File: config.mk
export PLATFORM = sky130hd
export DESIGN_NAME = code_ser_tx
export DESIGN_NICKNAME = d
export VERILOG_FILES = /design/src/rtl/code_tx_pkg.sv /design/src/rtl/code_tx_cnt.sv /design/src/rtl/code_ser_tx.sv
export SDC_FILE = /design/constraint.sdc
export NUM_CORES = 1
export LEC_CHECK = 0
export BUFFER_PORTS_ARGS = -buffer_cell sky130_fd_sc_hd__clkbuf_2
export CORE_UTILIZATION = 40
export DETAILED_ROUTE_END_ITERATION = 12
export PLACE_DENSITY_LB_ADDON = 0.12
export RECOVER_POWER = 25
export SETUP_SLACK_MARGIN = 0.4
export SLEW_MARGIN = 20
export SYNTH_ARGS = -nofsm -noshare
export SYNTH_HDL_FRONTEND = slang
export SYNTH_SLANG_ARGS = --single-unit
export TNS_END_PERCENT = 5
File: constraint.sdc
create_clock -name clk -period 2.4 [get_ports clk]
set_clock_uncertainty 0.05 [all_clocks]
set_input_delay 0.12 -clock clk [delete_from_list [all_inputs] [get_ports clk]]
set_output_delay 0.12 -clock clk [all_outputs]
set_load 0.005 [all_outputs]
File: src/rtl/code_tx_pkg.sv
// code_tx_pkg: shared state encoding and default geometry for the serial
// unlock-code transmitter.
package code_tx_pkg;
   localparam int CODE_W_DEF  = 4;
   localparam int GAP_DEF     = 1;
   localparam int TIMEOUT_DEF = 8;
   typedef enum logic [2:0] {ST_IDLE, ST_SEND, ST_GAP, ST_WAIT_RESP, ST_DONE} state_t;
endpackage

File: src/rtl/code_tx_cnt.sv
// code_tx_cnt: loadable down-counter with zero flag, timing both the
// inter-bit gap and the response wait.
module code_tx_cnt #(
   parameter int W = 8
) (
   input  logic         clk,
   input  logic         rstn,
   input  logic         load,
   input  logic [W-1:0] load_val,
   input  logic         dec,
   output logic         zero
);
   logic [W-1:0] cnt_q, cnt_d;
   always_comb cnt_d = load ? load_val : (dec && !zero) ? cnt_q - W'(1) : cnt_q;
   assign zero = cnt_q == '0;
   always_ff @(posedge clk or negedge rstn)
      if (!rstn) cnt_q <= '0;
      else       cnt_q <= cnt_d;
endmodule

File: src/rtl/code_ser_tx.sv
// code_ser_tx: shifts a latched unlock code out MSB-first to a lock and
// reports the lock's answer or a timeout. Optional: CODE_TX_RETRY_EN.
module code_ser_tx
   import code_tx_pkg::*;
#(
   parameter int CODE_W  = CODE_W_DEF,
   parameter int GAP     = GAP_DEF,
   parameter int TIMEOUT = TIMEOUT_DEF
) (
   input  logic              clk,
   input  logic              rstn,
   input  logic              code_val,
   input  logic [CODE_W-1:0] code_data,
   output logic              code_rdy,
   output logic              ser_val,
   output logic              ser_data,
   input  logic              output_val,
   input  logic              output_data,
   output logic              res_val,
   output logic              res_ok,
   output logic              res_to,
   output logic              busy
);
   state_t            state_q, state_d;
   logic [CODE_W-1:0] sh_q, sh_d, rot;
   logic [7:0]        bits_q, bits_d, cnt_val;
   logic              cnt_load, cnt_dec, cnt_zero;
   logic              code_rdy_q, code_rdy_d, ser_val_q, ser_val_d, ser_data_q, ser_data_d;
   logic              res_val_q, res_val_d, res_ok_q, res_ok_d, res_to_q, res_to_d, busy_q, busy_d;
`ifdef CODE_TX_RETRY_EN
   logic              retry_q, retry_d;
`endif

   code_tx_cnt #(.W(8)) u_cnt (
      .clk(clk), .rstn(rstn), .load(cnt_load), .load_val(cnt_val), .dec(cnt_dec), .zero(cnt_zero)
   );

   // Rotating rather than shifting leaves the original code in place after the last bit.
   assign rot = (sh_q << 1) | (sh_q >> (CODE_W - 1));

   always_comb begin
      state_d    = state_q;
      sh_d       = sh_q;
      bits_d     = bits_q;
      ser_val_d  = 1'b0;
      ser_data_d = 1'b0;
      res_val_d  = 1'b0;
      res_ok_d   = res_ok_q;
      res_to_d   = res_to_q;
      cnt_load   = 1'b0;
      cnt_val    = '0;
      cnt_dec    = 1'b0;
`ifdef CODE_TX_RETRY_EN
      retry_d    = retry_q;
`endif
      case (state_q)
         ST_IDLE: if (code_val && code_rdy_q) begin
            state_d    = ST_SEND;
            sh_d       = code_data;
            bits_d     = 8'(CODE_W - 1);
            ser_val_d  = 1'b1;
            ser_data_d = code_data[CODE_W-1];
`ifdef CODE_TX_RETRY_EN
            retry_d    = 1'b0;
`endif
         end
         ST_SEND: begin
            sh_d = rot;
            if (bits_q == 8'd0) begin
               if (output_val) begin
                  state_d   = ST_DONE;
                  res_val_d = 1'b1;
                  res_ok_d  = output_data;
                  res_to_d  = 1'b0;
               end else begin
                  state_d  = ST_WAIT_RESP;
                  cnt_load = 1'b1;
                  cnt_val  = 8'(TIMEOUT - 1);
               end
            end else begin
               bits_d = bits_q - 8'd1;
               if (GAP > 0) begin
                  state_d  = ST_GAP;
                  cnt_load = 1'b1;
                  cnt_val  = 8'(GAP - 1);
               end else begin
                  ser_val_d  = 1'b1;
                  ser_data_d = rot[CODE_W-1];
               end
            end
         end
         ST_GAP: begin
            cnt_dec = 1'b1;
            if (cnt_zero) begin
               state_d    = ST_SEND;
               ser_val_d  = 1'b1;
               ser_data_d = sh_q[CODE_W-1];
            end
         end
         ST_WAIT_RESP: begin
            cnt_dec = 1'b1;
            if (output_val || cnt_zero) begin
               state_d   = ST_DONE;
               res_val_d = 1'b1;
               res_ok_d  = output_val & output_data;
               res_to_d  = !output_val;
            end
         end
         ST_DONE: begin
            state_d = ST_IDLE;
`ifdef CODE_TX_RETRY_EN
            if (!res_val_q) begin
               state_d    = ST_SEND;
               bits_d     = 8'(CODE_W - 1);
               ser_val_d  = 1'b1;
               ser_data_d = sh_q[CODE_W-1];
            end
`endif
         end
         default: state_d = ST_IDLE;
      endcase
`ifdef CODE_TX_RETRY_EN
      // A first failed attempt enters DONE silently and resends from there.
      if (res_val_d && !res_ok_d && !retry_q) begin
         res_val_d = 1'b0;
         res_ok_d  = res_ok_q;
         res_to_d  = res_to_q;
         retry_d   = 1'b1;
      end
`endif
      code_rdy_d = state_d == ST_IDLE;
      busy_d     = state_d != ST_IDLE;
   end

   always_ff @(posedge clk or negedge rstn)
      if (!rstn) begin
         state_q    <= ST_IDLE;
         sh_q       <= '0;
         bits_q     <= '0;
         code_rdy_q <= 1'b0;
         ser_val_q  <= 1'b0;
         ser_data_q <= 1'b0;
         res_val_q  <= 1'b0;
         res_ok_q   <= 1'b0;
         res_to_q   <= 1'b0;
         busy_q     <= 1'b0;
`ifdef CODE_TX_RETRY_EN
         retry_q    <= 1'b0;
`endif
      end else begin
         state_q    <= state_d;
         sh_q       <= sh_d;
         bits_q     <= bits_d;
         code_rdy_q <= code_rdy_d;
         ser_val_q  <= ser_val_d;
         ser_data_q <= ser_data_d;
         res_val_q  <= res_val_d;
         res_ok_q   <= res_ok_d;
         res_to_q   <= res_to_d;
         busy_q     <= busy_d;
`ifdef CODE_TX_RETRY_EN
         retry_q    <= retry_d;
`endif
      end

   assign code_rdy = code_rdy_q;
   assign ser_val  = ser_val_q;
   assign ser_data = ser_data_q;
   assign res_val  = res_val_q;
   assign res_ok   = res_ok_q;
   assign res_to   = res_to_q;
   assign busy     = busy_q;
endmodule

## Yosys cells after proc, flatten, opt, wreduce, memory -nomap -nowiden

Index checks and enable logic that the tools add are counted.

| storage, ports and cells | value |
|---|---|
| register bits | 30 |
| latch bits | 0 |
| bits in writable memories | 0 |
| memory bits (read-only) | 0 |
| input port bits | 9 |
| output and inout bits | 7 |
| word-level logic and storage cells | 78 |
| memories | 0 |

| operators by class | value |
|---|---|
| $add $sub $neg | 2 |
| $mul | 0 |
| div/mod/pow operators | 0 |
| magnitude comparators | 0 |
| equality and inequality tests | 8 |
| shifts and indexed selects | 0 |
| mux-type cells | 38 |
| bitwise gates (word level) | 2 |
| reductions and logical operators | 17 |

Operators by type and width:

| cell | number |
|---|---|
| $mux W8 | 6 |
| $mux W3 | 6 |
| $mux W1 | 17 |
| $logic_not A8 Y1 | 2 |
| $pmux W8 S2 | 1 |
| $sub A8 B1 Y8 const B | 2 |
| $pmux W3 S4 | 1 |
| $ne A2 B2 Y1 const B | 5 |
| $pmux W1 S2 | 5 |
| $pmux W4 S2 | 1 |
| $eq A3 B2 Y1 const B | 2 |
| $logic_not A3 Y1 | 2 |
| $reduce_bool A2 Y1 | 3 |
| $mux W4 | 1 |
| $or A4 B1 Y4 | 1 |
| $reduce_and A4 Y1 | 1 |
| $eq A3 B1 Y1 const B | 1 |
| $reduce_and A3 Y1 | 1 |
| $reduce_bool A3 Y1 | 1 |
| $logic_and A1 B1 Y1 | 2 |
| $logic_not A1 Y1 | 2 |
| $reduce_and A2 Y1 | 1 |
| $reduce_or A2 Y1 | 1 |
| $and A1 B1 Y1 | 1 |
| $logic_or A1 B1 Y1 | 1 |

## Logic depth before layout (Yosys ltp)

| logic depth | value |
|---|---|
| depth after elaboration | 6 |
| gate-level depth with buffers | 6 |
| mapped depth without buffers | 6 |

## Modules after synthesis

From an unflattened synthesis, not the netlist that was laid out.

| unflattened totals | value |
|---|---|
| cells, all modules | 163 |
| area total of the unflattened synthesis | 1641.6 um^2 |

By module, submodules not included:

| module | times used | cells each | area an instance (um^2) | sequential area each (um^2) |
|---|---|---|---|---|
| code_ser_tx | 1 | 105 | 1113.6 | 550.5 |
| code_tx_cnt | 1 | 58 | 528.0 | 200.2 |

## Worst setup path before layout

No wires, ideal clock.

| timing | value |
|---|---|
| path kind | reg-to-reg |
| start | register u_cnt.cnt_q[0] |
| end | register busy_q (netlist: busy) |
| setup time | 0.131 ns |
| arrival | 1.749 ns |
| required time | 2.219 ns |
| setup slack | 0.469 ns |
| stages on the path, launching flop included | 7 |
| path buffers | 0 |
| period minus slack after synthesis | 1.931 ns |
| cell sequence | dfrtp_1 -> inv_1 -> ha_1 -> nor3b_1 -> a21boi_1 -> a21o_1 -> or3_1 |

| between the ends | value |
|---|---|
| word-level cells in the longest chain between the ends | 5 |
| elaborated cells between the ends (all ways) | 6 |
| those cells by class | mux: 3; reduce/logical: 3 |

Ends and longest elaborated chain:

| what | RTL line | text |
|---|---|---|
| from (decl) | code_tx_cnt.sv:13 | `logic [W-1:0] cnt_q, cnt_d;` |
| from (signal assigned) | code_tx_cnt.sv:18 | `else cnt_q <= cnt_d;` |
| $logic_not A8 Y1 (*) | code_tx_cnt.sv:15 | `assign zero = cnt_q == '0;` |
| $logic_or A1 B1 Y1 | code_ser_tx.sv:102 | `if (output_val \|\| cnt_zero) begin` |
| $mux W3 | code_ser_tx.sv:102 |  |
| $pmux W3 S4 (*) | code_ser_tx.sv:56 | `case (state_q)` |
| net state_d[1] | code_ser_tx.sv:24 | `state_t state_q, state_d;` |
| $reduce_bool A3 Y1 (*) | code_ser_tx.sv:132 | `busy_d = state_d != ST_IDLE;` |
| net busy_d | code_ser_tx.sv:29 | `logic res_val_q, res_val_d, res_ok_q, res_ok_d, res_to_q, res_to_d, busy_q, busy_d;` |
| to (signal assigned) | code_ser_tx.sv:160 | `busy_q <= busy_d;` |
| to (decl) | code_ser_tx.sv:29 |  |

Mark *: on every way through the listed nets, which the timed path passes. The rest lies on a longest branch.
A chain may end at the register's enable or synchronous reset.

## Final worst setup path

Ends and elaborated chain as after synthesis.

==> impl_metrics.yaml <==
sta:
  rsz0062_at_grt: "true"
  worst_hold_slack_ns: 0.0349
  min_period_ns: 1.99
  maxSlewHeadroom: -0.0632
  max_freq_ghz: 0.502
  drv_slew: 31
  tightest_slew_ns: 1.59
  finalCritPeriodShare: 0.831
  setup_viol: 0
  timing.setup.tns_ns: 0
  hold_viol: 0
logic_synthesis:
  synth_mux_area_frac: 0.0205
  synthCells: 142
  synth_compound_area_frac: 0.154
  synth.yosys.seq_area_share: 0.493
  yosysTopAreaCellShare: 0.493
  netlist_area_sq_mm: 0.00152
  synth_top_family_by_area: "simple AND/OR/NAND/NOR gates"
  syn_nets: 154
  synthXorXnorAreaFrac: 0.0402
  synth-simple-area-share: 0.246
  synth_edf_count: 0
  synth_area_per_cell_sq_um: 10.7
  yosysTopAreaCell: "dfrtp_1"
  async_flop_share: 1.00
  yosys_most_used_dff: "dfrtp_1"
  ys_types: 47
  synthTopCellsByArea: "dfrtp_1 49%, nor2_1 3.9%, xor2_1 3.4%, nor3_1 3.3%, nor4_4 2.8%"
  ys_ff_latch: 30
  yosys.area_share.adder: 0.0246
  yosysWarnings: 0
drt:
  vias: 1206
  wl_per_cell_um: 14.6
  viasPerCell: 5.66
  drt-initial-drc-count: 41
  drt_wl_total_mm: 3.11
  drc: 0
  ant_nets: 0
  dr.pass1.iters: 4
floorplan:
  die_h_um: 63.7
  start_util: 0.416
  row_count: 22
  die_w_um: 63.7
  die_area_sq_mm: 0.00406
  core-area_sq_mm: 0.00366
  io_pins: 16
critical_path:
  cp.required_ns: 2.51
  arrival_ns: 2.11
  worstPathCellList: "inv_1, ha_1, nor3b_4, a21boi_1, a21o_1, or3_1"
  cp_slowest_stage_delay_ns: 0.41
  cp_slowest_cell: "dfrtp_1"
  cp_max_fo: 6
  end_kind: "flip-flop"
  criticalPathCategory: "flip-flop to flip-flop"
  critical_path.startpoint_type: "flip-flop"
place:
  numPortBuffers: 15
  place_congestion: 0.815
  dp_hpwl_mm: 2.21
  dp.cells: 204
cts:
  cts_root_buf: "clkbuf_8"
  cts_buffers: 5
  clk_pin_slew_ns: 0.07
  cts_tree: "yes"
  clk-insertion-delay-late_ns: 0.28
  cts_buffer_depth: 2
  clkSinkCount: 30
  cts-htree-levels: 2
power:
  peakVddDrop_v: 0.000565
  total_power_w: 0.00223
  power.leakage_nw: 0.774
  p_per_area_mw_per_mm2: 1260
outcome:
  status: "finished with violations"
  violations: "capacitance limit, slew limit"
job:
  cap_viol_max_count: 1
layout:
  areaGrowthSynthToFinish_pct: 16.3
  antenna_cells: 0
  final_cell_mix: "30 x dfrtp_1, 16 x nor2_1, 12 x clkbuf_2, 10 x nor3_1, 9 x nand2_1"
  fin_cells: 213
  nets: 176
  fin_util: 0.484
  mostFrequentLayoutCell: "dfrtp_1"
  drive_gt1_frac: 0.206
  fill_cells: 360
global_routing:
  grt_max_degree: 31
  grt_pass1_wl_mm: 5.32
  grt_pass1_vias: 1151
  antenna_found_initial: 0
  grt_overflow: 0
  grtUsageTotal: 0.173
worst_hold_path:
  hp-class: "primary input to flip-flop"
[worst max-delay path: cells and delay by family, from the launching register on]
family | cells | cell delay [ns]
buffers and inverters | 1 | 0.08
AO/OA/AOI/OAI | 2 | 0.41
AND/OR/NAND/NOR | 2 | 0.65
flip-flops | 1 | 0.41
adder cells (fa/ha/maj) | 1 | 0.27
[flip-flops by register name, indices dropped and copies added (netlist names)]
name and count:
u_cnt.cnt_q 8, bits_q 8, state_q 3, res_val 1, ser_val 1, busy 1
code_rdy 1, res_ok 1, res_to 1, sh_q 4, ser_data 1
[per-stage QoR]
step	setup slack [ns]	area, sq um
3_5_place_dp	0.264	1650
4_1_cts	0.408	1760
6_report	0.406	1770
5_1_grt	0.285	1770
2_1_floorplan	0.469	1520
3_3_place_gp	0.362	1650
[synth_stat cells, types with 2 or more instances]
master,number
or3b_1,2
mux2i_1,2
o21ai_1,3
inv_1,5
xor2_1,6
nor3_1,10
nor2_1,16
o211ai_1,3
o21ai_0,2
nand4_1,3
nand3b_1,2
a21oi_1,6
ha_1,3
nor3b_1,2
nand2_1,9
o2111ai_1,4
or3_1,2
dfrtp_1,30
o22ai_1,3
nor4_4,2
[worst paths after layout]
kind / to / cells after the start / from / slack, ns
setup / recovery: busy / 6 / u_cnt.cnt_q[0] / 0.41
hold / removal: ser_data / 3 / code_data[3] / 0.03
setup reg to reg: busy / 6 / u_cnt.cnt_q[0] / 0.41
hold reg to reg: bits_q[0] / 1 / bits_q[0] / 0.43
max in group asynchronous: bits_q[1] / 2 / rstn / 0.64
min in group asynchronous: u_cnt.cnt_q[4] / 2 / rstn / 0.72
[report_power, final]
group	leakage (nW)	switching [W]	internal [W]
sequential	0.375	0.000222	0.000706
clock	0.0482	0.000180	0.000231
combinational	0.350	0.000483	0.000406
total	0.774	0.000886	0.00134
[final cells by class]
cell class / instances / area, sq um / share of cell area
clock buffer: 7 / 86.3 / 0.0487
timing repair buffer: 17 / 88.8 / 0.0501
clock inverter: 1 / 5.00 / 0.00282
sequential: 30 / 751 / 0.424
multi-input combinational: 105 / 762 / 0.430
inverter: 5 / 18.8 / 0.0106
tap: 48 / 60.1 / 0.0339
[cell families after synthesis]
group	after synthesis
xor+xnor	7
mux	3
compound gates	32
simple gates	60
buf+inv	7
fa+ha+maj	3
flops	30
[layer usage]
layer	GRT usage	part of all wire	up-vias
met5	0	0	-
li1	-	-	580
met2	0.263	0.48	29
met4	0.0938	0.021	0
met1	0.223	0.46	590
met3	0.0453	0.046	7
[repair_timing]
| action | 4_1_cts | 5_1_grt |
|---|---|---|
| endpoints found under the hold margin | 30 | 0 |
| setup endpoints to repair | 1 | 10 |
| resized for setup | 2 | 2 |
| hold buffers | 1 | 0 |
| setup buffers | 0 | 0 |
(Power assumes the default switching activity.)
